## config.mk

```make
export PLATFORM = sky130hd
export DESIGN_NAME = neuron_result_writeback
export DESIGN_NICKNAME = d
export VERILOG_FILES = /design/src/rtl/neuron_result_writeback_pkg.sv /design/src/rtl/neuron_result_writeback_fifo.sv /design/src/rtl/neuron_result_writeback.sv
export SDC_FILE = /design/constraint.sdc
export NUM_CORES = 1
export LEC_CHECK = 0
export CAP_MARGIN = 20
export CORE_UTILIZATION = 29
export CTS_BUF_LIST = sky130_fd_sc_hd__clkbuf_4
export DETAILED_ROUTE_END_ITERATION = 10
export SYNTH_ARGS = -nofsm -noshare
export SYNTH_HDL_FRONTEND = slang
export SYNTH_SLANG_ARGS = --single-unit
export TNS_END_PERCENT = 50
```

## constraint.sdc

```tcl
create_clock -name clk -period 3.78 [get_ports clk]
set_input_delay 0.945 -clock clk [delete_from_list [all_inputs] [get_ports clk]]
set_output_delay 0.945 -clock clk [all_outputs]
set_load 0.01 [all_outputs]
```

## src/rtl/neuron_result_writeback_pkg.sv

```systemverilog
// Shared constants and types for the neuron result write-back path.
package neuron_result_writeback_pkg;

  localparam int NEURO_DATA_W = 16;
  localparam int NEURO_ADDR_W = 16;

  // Drain FSM state: IDLE waits for a buffered result, REQ holds a write until acked.
  typedef enum logic [0:0] {
    WB_IDLE = 1'b0,
    WB_REQ  = 1'b1
  } wbState_t;

  // A layer completes when counting is enabled and the post-increment count hits the target.
  function automatic logic layerHit(input logic [15:0] nextCount, input logic [15:0] target);
    return (target != 16'd0) && (nextCount == target);
  endfunction

endpackage

```

## src/rtl/neuron_result_writeback_fifo.sv

```systemverilog
// Small synchronous FIFO with head and head+1 peek ports.
// A push is accepted when full if a pop happens on the same edge.
module neuro_sync_fifo #(
  parameter int WIDTH = 32,
  parameter int DEPTH = 4
) (
  input  logic                     clk,
  input  logic                     rst,
  input  logic                     push,
  input  logic                     pop,
  input  logic [WIDTH-1:0]         wdata,
  output logic [WIDTH-1:0]         head,
  output logic [WIDTH-1:0]         nextHead,
  output logic                     full,
  output logic                     empty,
  output logic [$clog2(DEPTH):0]   count
);

  localparam int PTR_W = $clog2(DEPTH);
  localparam logic [PTR_W:0] FULL_CNT = DEPTH[PTR_W:0];

  logic [WIDTH-1:0] mem [DEPTH];
  logic [PTR_W-1:0] wrPtr;
  logic [PTR_W-1:0] rdPtr;
  logic [PTR_W-1:0] rdPtrNxt;
  logic             doPush;
  logic             doPop;

  assign empty    = (count == '0);
  assign full     = (count == FULL_CNT);
  assign doPop    = pop && !empty;
  assign doPush   = push && (!full || doPop);
  assign rdPtrNxt = rdPtr + PTR_W'(1);
  assign head     = mem[rdPtr];
  assign nextHead = mem[rdPtrNxt];

  // Storage: data only, no reset needed since occupancy gates every read.
  always_ff @(posedge clk) begin
    if (doPush) mem[wrPtr] <= wdata;
  end

  // Pointers wrap naturally (power-of-two depth); count carries the extra bit for full/empty.
  always_ff @(posedge clk or posedge rst) begin
    if (rst) begin
      wrPtr <= '0;
      rdPtr <= '0;
      count <= '0;
    end else begin
      if (doPush) wrPtr <= wrPtr + PTR_W'(1);
      if (doPop)  rdPtr <= rdPtrNxt;
      unique case ({doPush, doPop})
        2'b10:   count <= count + (PTR_W+1)'(1);
        2'b01:   count <= count - (PTR_W+1)'(1);
        default: count <= count;
      endcase
    end
  end

endmodule

```

## src/rtl/neuron_result_writeback.sv

```systemverilog
// Captures activation results, buffers them and drains them to the neuron-value
// memory through a req/ack handshake; pulses layer_done per completed layer.
module neuron_result_writeback
  import neuron_result_writeback_pkg::*;
#(
  parameter int DATA_W     = NEURO_DATA_W,
  parameter int ADDR_W     = NEURO_ADDR_W,
  parameter int FIFO_DEPTH = 4
) (
  input  logic              clk,
  input  logic              rst,
  input  logic [DATA_W-1:0] in_val,
  input  logic [ADDR_W-1:0] in_dest,
  input  logic              in_we,
  output logic              mem_req,
  output logic [ADDR_W-1:0] mem_addr,
  output logic [DATA_W-1:0] mem_wdata,
  input  logic              mem_ack,
  input  logic [15:0]       layer_target,
  output logic              layer_done,
  output logic              busy,
  output logic              full,
  output logic              overflow
);

  localparam int ENT_W = ADDR_W + DATA_W;
  localparam int CNT_W = $clog2(FIFO_DEPTH) + 1;

  wbState_t         state;
  logic [ENT_W-1:0] fifoHead;
  logic [ENT_W-1:0] fifoNext;
  logic             fifoFull;
  logic             fifoEmpty;
  logic [CNT_W-1:0] fifoCount;
  logic             ackTake;
  logic [15:0]      layerCount;
  logic [15:0]      layerCountInc;

  // The in-flight write stays in the FIFO until acked, so pop == accepted write.
  assign ackTake       = mem_req && mem_ack;
  assign layerCountInc = layerCount + 16'd1;
  assign busy          = !fifoEmpty || mem_req;
  assign full          = fifoFull;

  neuro_sync_fifo #(
    .WIDTH (ENT_W),
    .DEPTH (FIFO_DEPTH)
  ) uFifo (
    .clk      (clk),
    .rst      (rst),
    .push     (in_we),
    .pop      (ackTake),
    .wdata    ({in_dest, in_val}),
    .head     (fifoHead),
    .nextHead (fifoNext),
    .full     (fifoFull),
    .empty    (fifoEmpty),
    .count    (fifoCount)
  );

  // Drain FSM: present the head, hold it until ack, chain straight into the next entry if one is queued.
  always_ff @(posedge clk or posedge rst) begin
    if (rst) begin
      state     <= WB_IDLE;
      mem_req   <= 1'b0;
      mem_addr  <= '0;
      mem_wdata <= '0;
    end else begin
      unique case (state)
        WB_IDLE: begin
          if (!fifoEmpty) begin
            {mem_addr, mem_wdata} <= fifoHead;
            mem_req               <= 1'b1;
            state                 <= WB_REQ;
          end
        end
        WB_REQ: begin
          if (ackTake) begin
            if (fifoCount > CNT_W'(1)) begin
              {mem_addr, mem_wdata} <= fifoNext;
            end else begin
              mem_req <= 1'b0;
              state   <= WB_IDLE;
            end
          end
        end
        default: begin
          mem_req <= 1'b0;
          state   <= WB_IDLE;
        end
      endcase
    end
  end

  // Layer counter: counts acked writes, restarts and pulses done when the live target is hit.
  always_ff @(posedge clk or posedge rst) begin
    if (rst) begin
      layerCount <= 16'd0;
      layer_done <= 1'b0;
    end else begin
      layer_done <= 1'b0;
      if (ackTake) begin
        if (layerHit(layerCountInc, layer_target)) begin
          layerCount <= 16'd0;
          layer_done <= 1'b1;
        end else begin
          layerCount <= layerCountInc;
        end
      end
    end
  end

  // Sticky drop flag: a result arriving at a full FIFO with no simultaneous pop is lost.
  always_ff @(posedge clk or posedge rst) begin
    if (rst)                               overflow <= 1'b0;
    else if (in_we && fifoFull && !ackTake) overflow <= 1'b1;
  end

endmodule

```

# Word-level counts from Yosys, hierarchy flattened
# Memories as Yosys holds them, arrays and structs flattened.
# Index checks and enable logic that the tools add are counted.
totals:
  ram_bits: 128
  mem_count: 1
  out_inout_bits: 37
  register_bits: 59
  wordCells: 64
  in_bits: 52
classes:
  n_eq_ne: 8
  reduce_logical: 16
  n_addsub: 5
  n_lt_le_gt_ge: 1
  n_mux: 22
  n_bitwise: 1
mem_list:
  columns: ["name", "words", "width", "read_ports", "rd_ports_with_merged_regs", "wr", "line", "source"]
  rows:
  - ["uFifo.mem", 4, 32, 2, 0, 1, "neuron_result_writeback_fifo.sv:22", "logic [WIDTH-1:0] mem [DEPTH];"]
op_table:
  columns: ["operator", "n"]
  rows:
  - ["$mux 16", 7]
  - ["$pmux 16 s2", 2]
  - ["$add 16x1->16 const B", 1]
  - ["$eq 16x16->1", 1]
  - ["$reduce_bool 16->1", 1]
  - ["$mux 1", 10]
  - ["$logic_and 1x1->1", 6]
  - ["$pmux 3 s2", 1]
  - ["$reduce_and 3->1", 2]
  - ["$add 2x1->2 const B", 2]
  - ["$ne 2x1->1 const B", 2]
  - ["$ne 2x2->1 const B", 2]
  - ["$pmux 1 s2", 2]
  - ["$add 3x1->3 const B", 1]
  - ["$eq 3x3->1 const B", 1]
  - ["$gt 3x1->1 const B", 1]
  - ["$logic_not 1->1", 3]
  - ["$logic_not 3->1", 1]
  - ["$sub 3x1->3 const B", 1]
  - ["$eq 2x1->1 const B", 1]
  - ["$eq 2x2->1 const B", 1]
  - ["$logic_or 1x1->1", 2]
  - ["$reduce_bool 2->1", 1]
  - ["$not 1->1", 1]

# Logic depth before layout (Yosys ltp)
# Gate-level depths: netlist (run 1).
logic_depth:
  depth_word: 7
  mapped_depth: 10
  depth_no_buf: 9

# Cells and area by module
# A second synthesis (run 1) with hierarchy kept.
hier_totals:
  cells_unflattened: 589
  area_unflattened_um2: 8924.8
modules_own_cells:
  columns: ["mod", "n_inst", "area_each_um2", "cells_per_inst", "seq_area_each_um2"]
  rows:
  - ["neuro_sync_fifo", 1, 5895.7, 263, 4018.9]
  - ["neuron_result_writeback", 1, 3029.2, 326, 1301.2]

# Least setup slack after synthesis (run 1)
# Ideal clock, no wire load.
synth_path:
  kind: "input port to flip-flop"
  startpoint: "input layer_target[1]"
  endpoint: "register layerCount[2]"
  required_ps: 3662
  n_path_buf: 1
  stages: 8
  t_arrival_ps: 2797
  path_slack_ps: 865
  setup_ps: 118
  cell_sequence: "xnor2_1 -> nand2_1 -> or4b_1 -> a2111o_1 -> nor4_4 -> buf_6 -> a21oi_2 -> a21o_1"
synth_between:
  elab_chain_len: 3
  word_cells_on_any_way: 4
  classes_between: "eq/ne: 1; mux: 1; reduce/logical: 2"
synth_lines:
  columns: ["element", "line", "source"]
  rows:
  - ["start: declaration", "neuron_result_writeback.sv:19", "input logic [15:0] layer_target,"]
  - ["$eq 16x16->1 or $reduce_bool 16->1 (tied branches)", "neuron_result_writeback_pkg.sv:15", "return (target != 16'd0) && (nextCount == target);"]
  - ["$logic_and 1x1->1 *", "neuron_result_writeback_pkg.sv:15", null]
  - ["$mux 16 *", "neuron_result_writeback.sv:103", "if (layerHit(layerCountInc, layer_target)) begin"]
  - ["end signal: assignment", "neuron_result_writeback.sv:107", "layerCount <= layerCountInc;"]
  - ["end: declaration", "neuron_result_writeback.sv:36", "logic [15:0] layerCount;"]
# Every way passes the cells marked *; elsewhere a longest branch is shown, timed or not.
# A chain may end at the register's enable or synchronous reset.

# Worst setup path in the final report (run 1)
layout_path:
  startpoint: "register uFifo.count[0]"
  endpoint: "output busy"
layout_between:
  elab_chain_len: 3
layout_lines:
  columns: ["element", "line", "source"]
  rows:
  - ["start: declaration", "neuron_result_writeback_fifo.sv:16", "output logic [$clog2(DEPTH):0] count"]
  - ["start signal: assignment", "neuron_result_writeback_fifo.sv:52", "2'b10: count <= count + (PTR_W+1)'(1);"]
  - ["start signal: assignment", "neuron_result_writeback_fifo.sv:53", "2'b01: count <= count - (PTR_W+1)'(1);"]
  - ["start signal: assignment", "neuron_result_writeback_fifo.sv:54", "default: count <= count;"]
  - ["$logic_not 3->1", "neuron_result_writeback_fifo.sv:29", "assign empty = (count == '0);"]
  - ["$logic_not 1->1", "neuron_result_writeback.sv:42", "assign busy = !fifoEmpty || mem_req;"]
  - ["$logic_or 1x1->1", "neuron_result_writeback.sv:42", null]
  - ["end: declaration", "neuron_result_writeback.sv:21", "output logic busy,"]
# No other way between the ends.

==> metrics.md, run 1 <==
| Metric | Value |
|---|---|
| Detailed Routing Iterations Pass 1 | `4` |
| Largest net degree at the start of global routing | `66` |
| Synth Cell Area | `8910 µm²` |
| Drt total wl | `18900 µm` |
| Uppermost routed layer | `met5` |
| Outcome | `finished clean` |
| Die area | `31400 µm²` |
| Worst Setup Slack, final | `0.670 ns` |
| HP Class | `reg2reg` |
| Switch share | `33.9%` |
| Switching power | `2.43 mW` |
| Sequential fraction of the synthesis area | `59.7%` |
| Via count | `5169` |
| Via-to-Cell Ratio | `4.80` |
| Unrepaired setup endpoints after global routing | `no` |
| Total power | `7.18 mW` |
| Clock transition at path regs | `0.18 ns` |
| Vias in the first global route | `5226` |
| Slowest CP cell | `clkdlybuf4s50_1` |
| CTS tree | `done` |
| Clock sinks | `187` |
| Fin crit share | `82.3%` |
| Worst-Margin Slew | `0.881 ns` |
| IO buf count | `88` |
| Worst hold path depth | `1` |
| All-Layer GR Usage | `12.6%` |
| Pre-CTS setup slack | `0.289 ns` |
| Top_reg_cell synth | `edfxtp_1` |
| DRC Markers | `0` |
| Cts bufs inserted | `17` |
| Final Skew | `0.0300 ns` |
| Core Area | `30000 µm²` |
| Post_cts resized | `0` |
| Setup CP Type | `reg2out` |
| Post-route ant nets | `0` |
| Ranking of synthesized cells by area | `edfxtp_1 (43%), dfrtp_1 (17%), mux4_2 (16%), mux2i_1 (3.8%), nand2_1 (2.5%)` |
| Skew-Pair Late Insertion Delay | `0.56 ns` |
| Share of cells above drive strength 1 | `19.5%` |
| Clock Path Buffers | `2` |
| Clock group share of total power | `16.3%` |
| Peak VDD IR | `0.304 mV` |
| P_int | `4.74 mW` |
| Worst Min Path Start | `overflow` |
| CP endpoint kind | `output pin` |
| WL per Instance | `17.6 µm` |
| EDFF count, synth | `128` |
| Reg area | `5330 µm²` |
| Fin crit period | `3.11 ns` |
| Ys async rst share | `31.6%` |
| Area of the multi-input gates | `3380 µm²` |
| Dpl hpwl | `12400 µm` |
| First-pass GRT wire length | `29700 µm` |
| Max-slew headroom | `41.3%` |
| Row count | `63` |
| Final GP Congestion | `0.776` |
| Slew Viols, Final | `0` |
| CP cell instances | `inv_1, ha_1, nor2b_1, nand2b_1, clkdlybuf4s50_1` |
| Fillers | `2911` |
| Pleak | `3.92 nW` |
| Area fraction of the dominant cell type after synthesis | `43.2%` |
| H-tree Lvls | `4` |
| Register bit total from synthesis | `187` |
| PD cells | `673 nW/µm²` |
| Post-Syn Instances | `590` |
| Max-Cap Viols | `0` |
| Crit path DAT | `2.16 ns` |
| R2R cell count | `9` |
| Crit-path max FO | `4` |
| Ys Warns | `0` |
| CTS Hold Bufs | `0` |
| Post-Synthesis Net Count | `652` |
| Total gr overflow | `0` |
| Distinct cells, synth | `53` |
| Post CTS Setup Buffer Count | `0` |
| Die height | `177 µm` |
| Final hold violation count | `0` |
| Worst EP required | `2.83 ns` |
| Setup tns final | `0 ns` |
| Die Width | `177 µm` |
| Final Cell Area | `10700 µm²` |
| Flop pwr share | `45.1%` |
| Reg2reg start | `layerCount[0]` |
| DRT iter0 DRCs | `313` |
| Initial antenna violation count | `2` |
| Placed Area | `10300 µm²` |
| CP Launch Type | `flop` |
| Combinational power share | `38.5%` |
| Worst Setup SP | `uFifo.count[0]` |
| I/O pin count | `89` |
| DR WL met3 | `988 µm` |
| Largest area contributor in the netlist | `edfxtp_1` |
| Synth-to-Final Area Change | `19.6%` |
| Clock root buffer | `clkbuf_4` |
| Final setup viols | `0` |
| F_max | `0.322 GHz` |
| Post-route met1 wirelength | `8640 µm` |
| Starting Density | `29.7%` |
| Layout Nets | `735` |
| Post-Syn Area per Cell | `15.1 µm²` |
| Slowest Stage Delay on Critical Path | `0.52 ns` |
| Met2 wire length | `9180 µm` |
## layout make-up
type / count / area share, %
clock inverters: 14 / 1.64
multi-input cells: 351 / 31.7
well taps: 390 / 4.58
repair buffers: 105 / 10.4
inverters: 11 / 0.399
clock buffers: 18 / 1.27
flip-flops and latches: 187 / 50.0
diodes: 1 / 0.0235
## worst max-delay path: cells and delay by family, from the launching register on
family	cells	cell delay [ns]
adders and majority gates	1	0.17
DFF	1	0.45
buffers and inverters	2	0.64
and+or+nand+nor	2	0.37
## worst paths after layout
check	slack [ns]	endpoint
hold reg to reg	0.50	overflow
setup reg to reg	0.70	layerCount[0]
setup / recovery	0.67	busy
min in group asynchronous	0.63	mem_wdata[4]
max in group asynchronous	2.47	mem_addr[9]
hold / removal	0.50	overflow
## layout by cell type, fill, tap and decap left out, types with 14 or more instances in the layout
| cell type | Yosys | layout |
|---|---|---|
| dfrtp_1 | 59 | 56 |
| o21ai_0 | 38 | 38 |
| mux4_2 | 64 | 64 |
| edfxtp_1 | 128 | 128 |
| nand2_1 | 59 | 59 |
| xnor2_1 | 14 | 14 |
| clkdlybuf4s50_1 | 0 | 88 |
| mux2i_1 | 34 | 34 |
| clkbuf_4 | 0 | 18 |
## state kept, by name, summed over array words and instances, names as in the netlist
register,flops
layerCount,16
layer_done,1
mem_addr,16
mem_req,1
mem_wdata,16
overflow,1
state,1
uFifo.count,3
uFifo.mem,128
uFifo.rdPtr,2
uFifo.wrPtr,2
## synth_stat cells (all sizes together), types with 2 or more instances
master	n
a21o	11
a21oi	13
a2bb2oi	4
a31oi	3
and2	8
and3	2
and4	2
buf	22
clkbuf	19
dfrtp	59
edfxtp	128
ha	10
inv	11
mux2i	34
mux4	64
nand2	59
nand2b	8
nand3	11
nand4	5
nor2	10
nor2b	3
nor3	4
nor4	5
o211a	2
o21ai	38
o31ai	4
or3	9
or4	2
xnor2	14
xor2	9
## power groups by stage
stage               clock [mW]  combinational (mW)  sequential [mW]
floorplan                    0                2.02             3.05
global placement             0                2.78             3.28
detailed placement           0                2.81             3.31
CTS                       1.23                2.82             3.26
global route              1.32                3.04             3.34
finish                    1.17                2.76             3.24
## per-stage QoR
step                      utilization, %  std cells  hold WS [ns]
after floorplan                        -        590         0.478
after global placement              34.4       1043         0.453
after CTS                           35.6       1076         0.497
final                               35.6       1077         0.496
after detailed placement            34.5       1044         0.467
after global routing                35.6       1077         0.526
## cell families (layout without fill, tap and decap cells)
family	count (synthesis)	after routing	share of synthesized area, %
adders and majority gates	10	10	1.40
muxes	98	98	20.0
DFF	187	187	59.7
xor gates and xnor gates	23	23	2.26
other	0	1	0
AOI/OAI and AO/OA	86	86	6.32
buffers and inverters	52	148	2.56
and+or+nand+nor	134	134	7.73
## routing by layer
layer	up-vias	track usage [%]
met3	13	3.41
met1	2598	16.8
met4	2	2.67
met5	-	0
li1	2450	-
met2	106	20.4
Power figures use the tool's default switching activity.
==> inputs of run 2 (changes only) <==
==> constraint.sdc (replaced) <==
create_clock -name clk -period 2.8 [get_ports clk]
set_input_delay 0.7 -clock clk [delete_from_list [all_inputs] [get_ports clk]]
set_output_delay 0.7 -clock clk [all_outputs]
set_load 0.01 [all_outputs]
==> metrics.md, run 2 (synthesis gave the netlist of run 1 again) <==
| Metric | Value |
|---|---|
| Outcome | `finished clean (unchanged)` |
| Clock sinks | `187 (unchanged)` |
| Setup CP Type | `reg2reg (was reg2out)` |
| Skew-Pair Late Insertion Delay | `0.58 ns (was 0.56 ns)` |
| CP delay by family, top | `simple AND/OR/NAND/NOR gates (was buffers and inverters)` |
| Vias in the first global route | `5542 (was 5226)` |
| Final GP Congestion | `0.796 (was 0.776)` |
| Worst EP required | `3.28 ns (was 2.83 ns)` |
| CP endpoint kind | `flop (was output pin)` |
| IO buf count | `88 (unchanged)` |
| Core Area | `30000 µm² (unchanged)` |
| WL per Instance | `17.1 µm (was 17.6 µm)` |
| Biggest register | `uFifo.mem (unchanged)` |
| Post-route ant nets | `0 (unchanged)` |
| Max-Cap Viols | `0 (unchanged)` |
| Final hold violation count | `0 (unchanged)` |
| Via-to-Cell Ratio | `4.82 (was 4.80)` |
| Post-placement cell count | `1065 (was 1044)` |
| DRC Markers | `0 (unchanged)` |
| Setup tns final | `0 ns (unchanged)` |
| Dpl hpwl | `12800 µm (was 12400 µm)` |
| Worst Setup Slack, final | `0.158 ns (was 0.670 ns)` |
| F_max | `0.378 GHz` |
| Die height | `177 µm (unchanged)` |
| CP cell instances | `nand4_2, or4_4, o31a_1, a221o_1, nor4_4, buf_6, a2bb2oi_1, o31ai_1 (was inv_1, ha_1, nor2b_1, nand2b_1, clkdlybuf4s50_1)` |
| Pleak | `4.08 nW (was 3.92 nW)` |
| Share of cells above drive strength 1 | `23.5% (was 19.5%)` |
| Final setup viols | `0 (unchanged)` |
| Slowest CP cell | `or4_4 (was clkdlybuf4s50_1)` |
| Slew Viols, Final | `0 (unchanged)` |
| Starting Density | `29.7% (unchanged)` |
| Non-Filler Instances | `1101 (was 1077)` |
| Peak VDD IR | `0.551 mV (was 0.304 mV)` |
| Final Skew | `0.0351 ns (was 0.0300 ns)` |
| Largest register FFs | `128 (unchanged)` |
| Cts bufs inserted | `17 (unchanged)` |
| Reg area | `5340 µm² (was 5330 µm²)` |
| Via count | `5305 (was 5169)` |
| Total gr overflow | `0 (unchanged)` |
| Clock Path Buffers | `2 (unchanged)` |
| DRT iter0 DRCs | `278 (was 313)` |
| Area of the multi-input gates | `3400 µm² (was 3380 µm²)` |
| Die area | `31400 µm² (unchanged)` |
| Worst-Margin Slew | `0.881 ns (about the same)` |
| I/O pin count | `89 (unchanged)` |
| HP Class | `in2async (was reg2reg)` |
| PD cells | `916 nW/µm² (was 673 nW/µm²)` |
| Most common cell after layout, fill and taps aside | `edfxtp_1 (unchanged)` |
| Unrepaired setup endpoints after global routing | `no (unchanged)` |
| Pre-CTS setup slack | `-0.436 ns (was 0.289 ns)` |
| Row count | `63 (unchanged)` |
| Initial antenna violation count | `2 (unchanged)` |
| First-pass GRT wire length | `30300 µm (was 29700 µm)` |
| Fin crit period | `2.64 ns` |
| CTS tree | `done (unchanged)` |
| Buffers and inverters on the worst path | `1 (was 2)` |
| Fin crit share | `94.4%` |
| Layout Nets | `759 (was 735)` |
| Largest net degree at the start of global routing | `66 (unchanged)` |
| Crit-path max FO | `7 (was 4)` |
| Die Width | `177 µm (unchanged)` |
| All-Layer GR Usage | `12.7% (was 12.6%)` |
| H-tree Lvls | `4 (unchanged)` |
| Clock root buffer | `clkbuf_4 (unchanged)` |
| Clock transition at path regs | `0.17 ns (was 0.18 ns)` |
| Most frequent cells in the layout | `edfxtp_1 (128), clkdlybuf4s50_1 (86), mux4_2 (64) (was edfxtp_1 (128), clkdlybuf4s50_1 (88), mux4_2 (64))` |
| Synth-to-Final Area Change | `22.9% (was 19.6%)` |
| Max-slew headroom | `41.3% (about the same)` |
| Min Hold Slack | `0.403 ns (was 0.496 ns)` |
| Fillers | `2878 (was 2911)` |
| Total power | `10.0 mW (was 7.18 mW)` |
| CP Launch Type | `flop (unchanged)` |
| CTS Hold Bufs | `0 (unchanged)` |
| Drt total wl | `18900 µm (about the same)` |
| Crit path DAT | `3.12 ns (was 2.16 ns)` |
| Slowest Stage Delay on Critical Path | `0.54 ns (was 0.52 ns)` |
| Detailed Routing Iterations Pass 1 | `7 (was 4)` |
-- run 2: what timing repair did --
| item | CTS | global route |
|---|---|---|
| pin swaps | 0 | 2 |
| setup endpoints to repair | 3 | 14 |
| buffers inserted | 1 | 2 |
| gates resized for setup | 3 | 11 |
-- run 2: path summary, 6_finish.rpt --
path	startpoint	endpoint	slack (ns)	depth (start not counted)
worst max-delay path	layerCount[7]	layerCount[14]	0.16	8
worst min-delay path	rst	mem_wdata[7]	0.40	2
worst max register to register	layerCount[7]	layerCount[14]	0.16	8
worst min register to register	overflow	overflow	0.50	1
max in group asynchronous	rst	mem_addr[11]	1.83	3
min in group clk	overflow	overflow	0.50	1
-- run 2: area by class of cell --
| cell class | instances | area share (%) |
|---|---|---|
| well taps | 390 | 4.46 |
| clock buffers | 17 | 1.17 |
| multi-input cells | 351 | 31.1 |
| inverters | 11 | 0.389 |
| flip-flops and latches | 187 | 48.7 |
| repair buffers | 129 | 12.0 |
| clock inverters | 15 | 2.09 |
| diodes | 1 | 0.0229 |
-- run 2: stage by stage --
stage          instance area (µm²)  util, %
2_1_floorplan                 8910        -
3_3_place_gp                 10500     35.2
3_5_place_dp                 10500     35.2
4_1_cts                      10900     36.4
5_1_grt                      10900     36.5
6_report                     10900     36.5
-- run 2: power breakdown --
group          internal, mW  switching [mW]  total (mW)
Combinational          2.27            1.72        3.99
Clock                 0.751            1.00        1.75
Sequential             3.69           0.597        4.28
-- run 2: per-layer routing --
layer  vias to the layer above  routed length [µm]  global-route usage, %
met3                        16                 812                   3.05
met5                         -                  17                      0
met1                      2683                8640                   16.4
li1                       2508                   -                      -
met2                        96                9190                   21.1
met4                         2                 222                   3.63
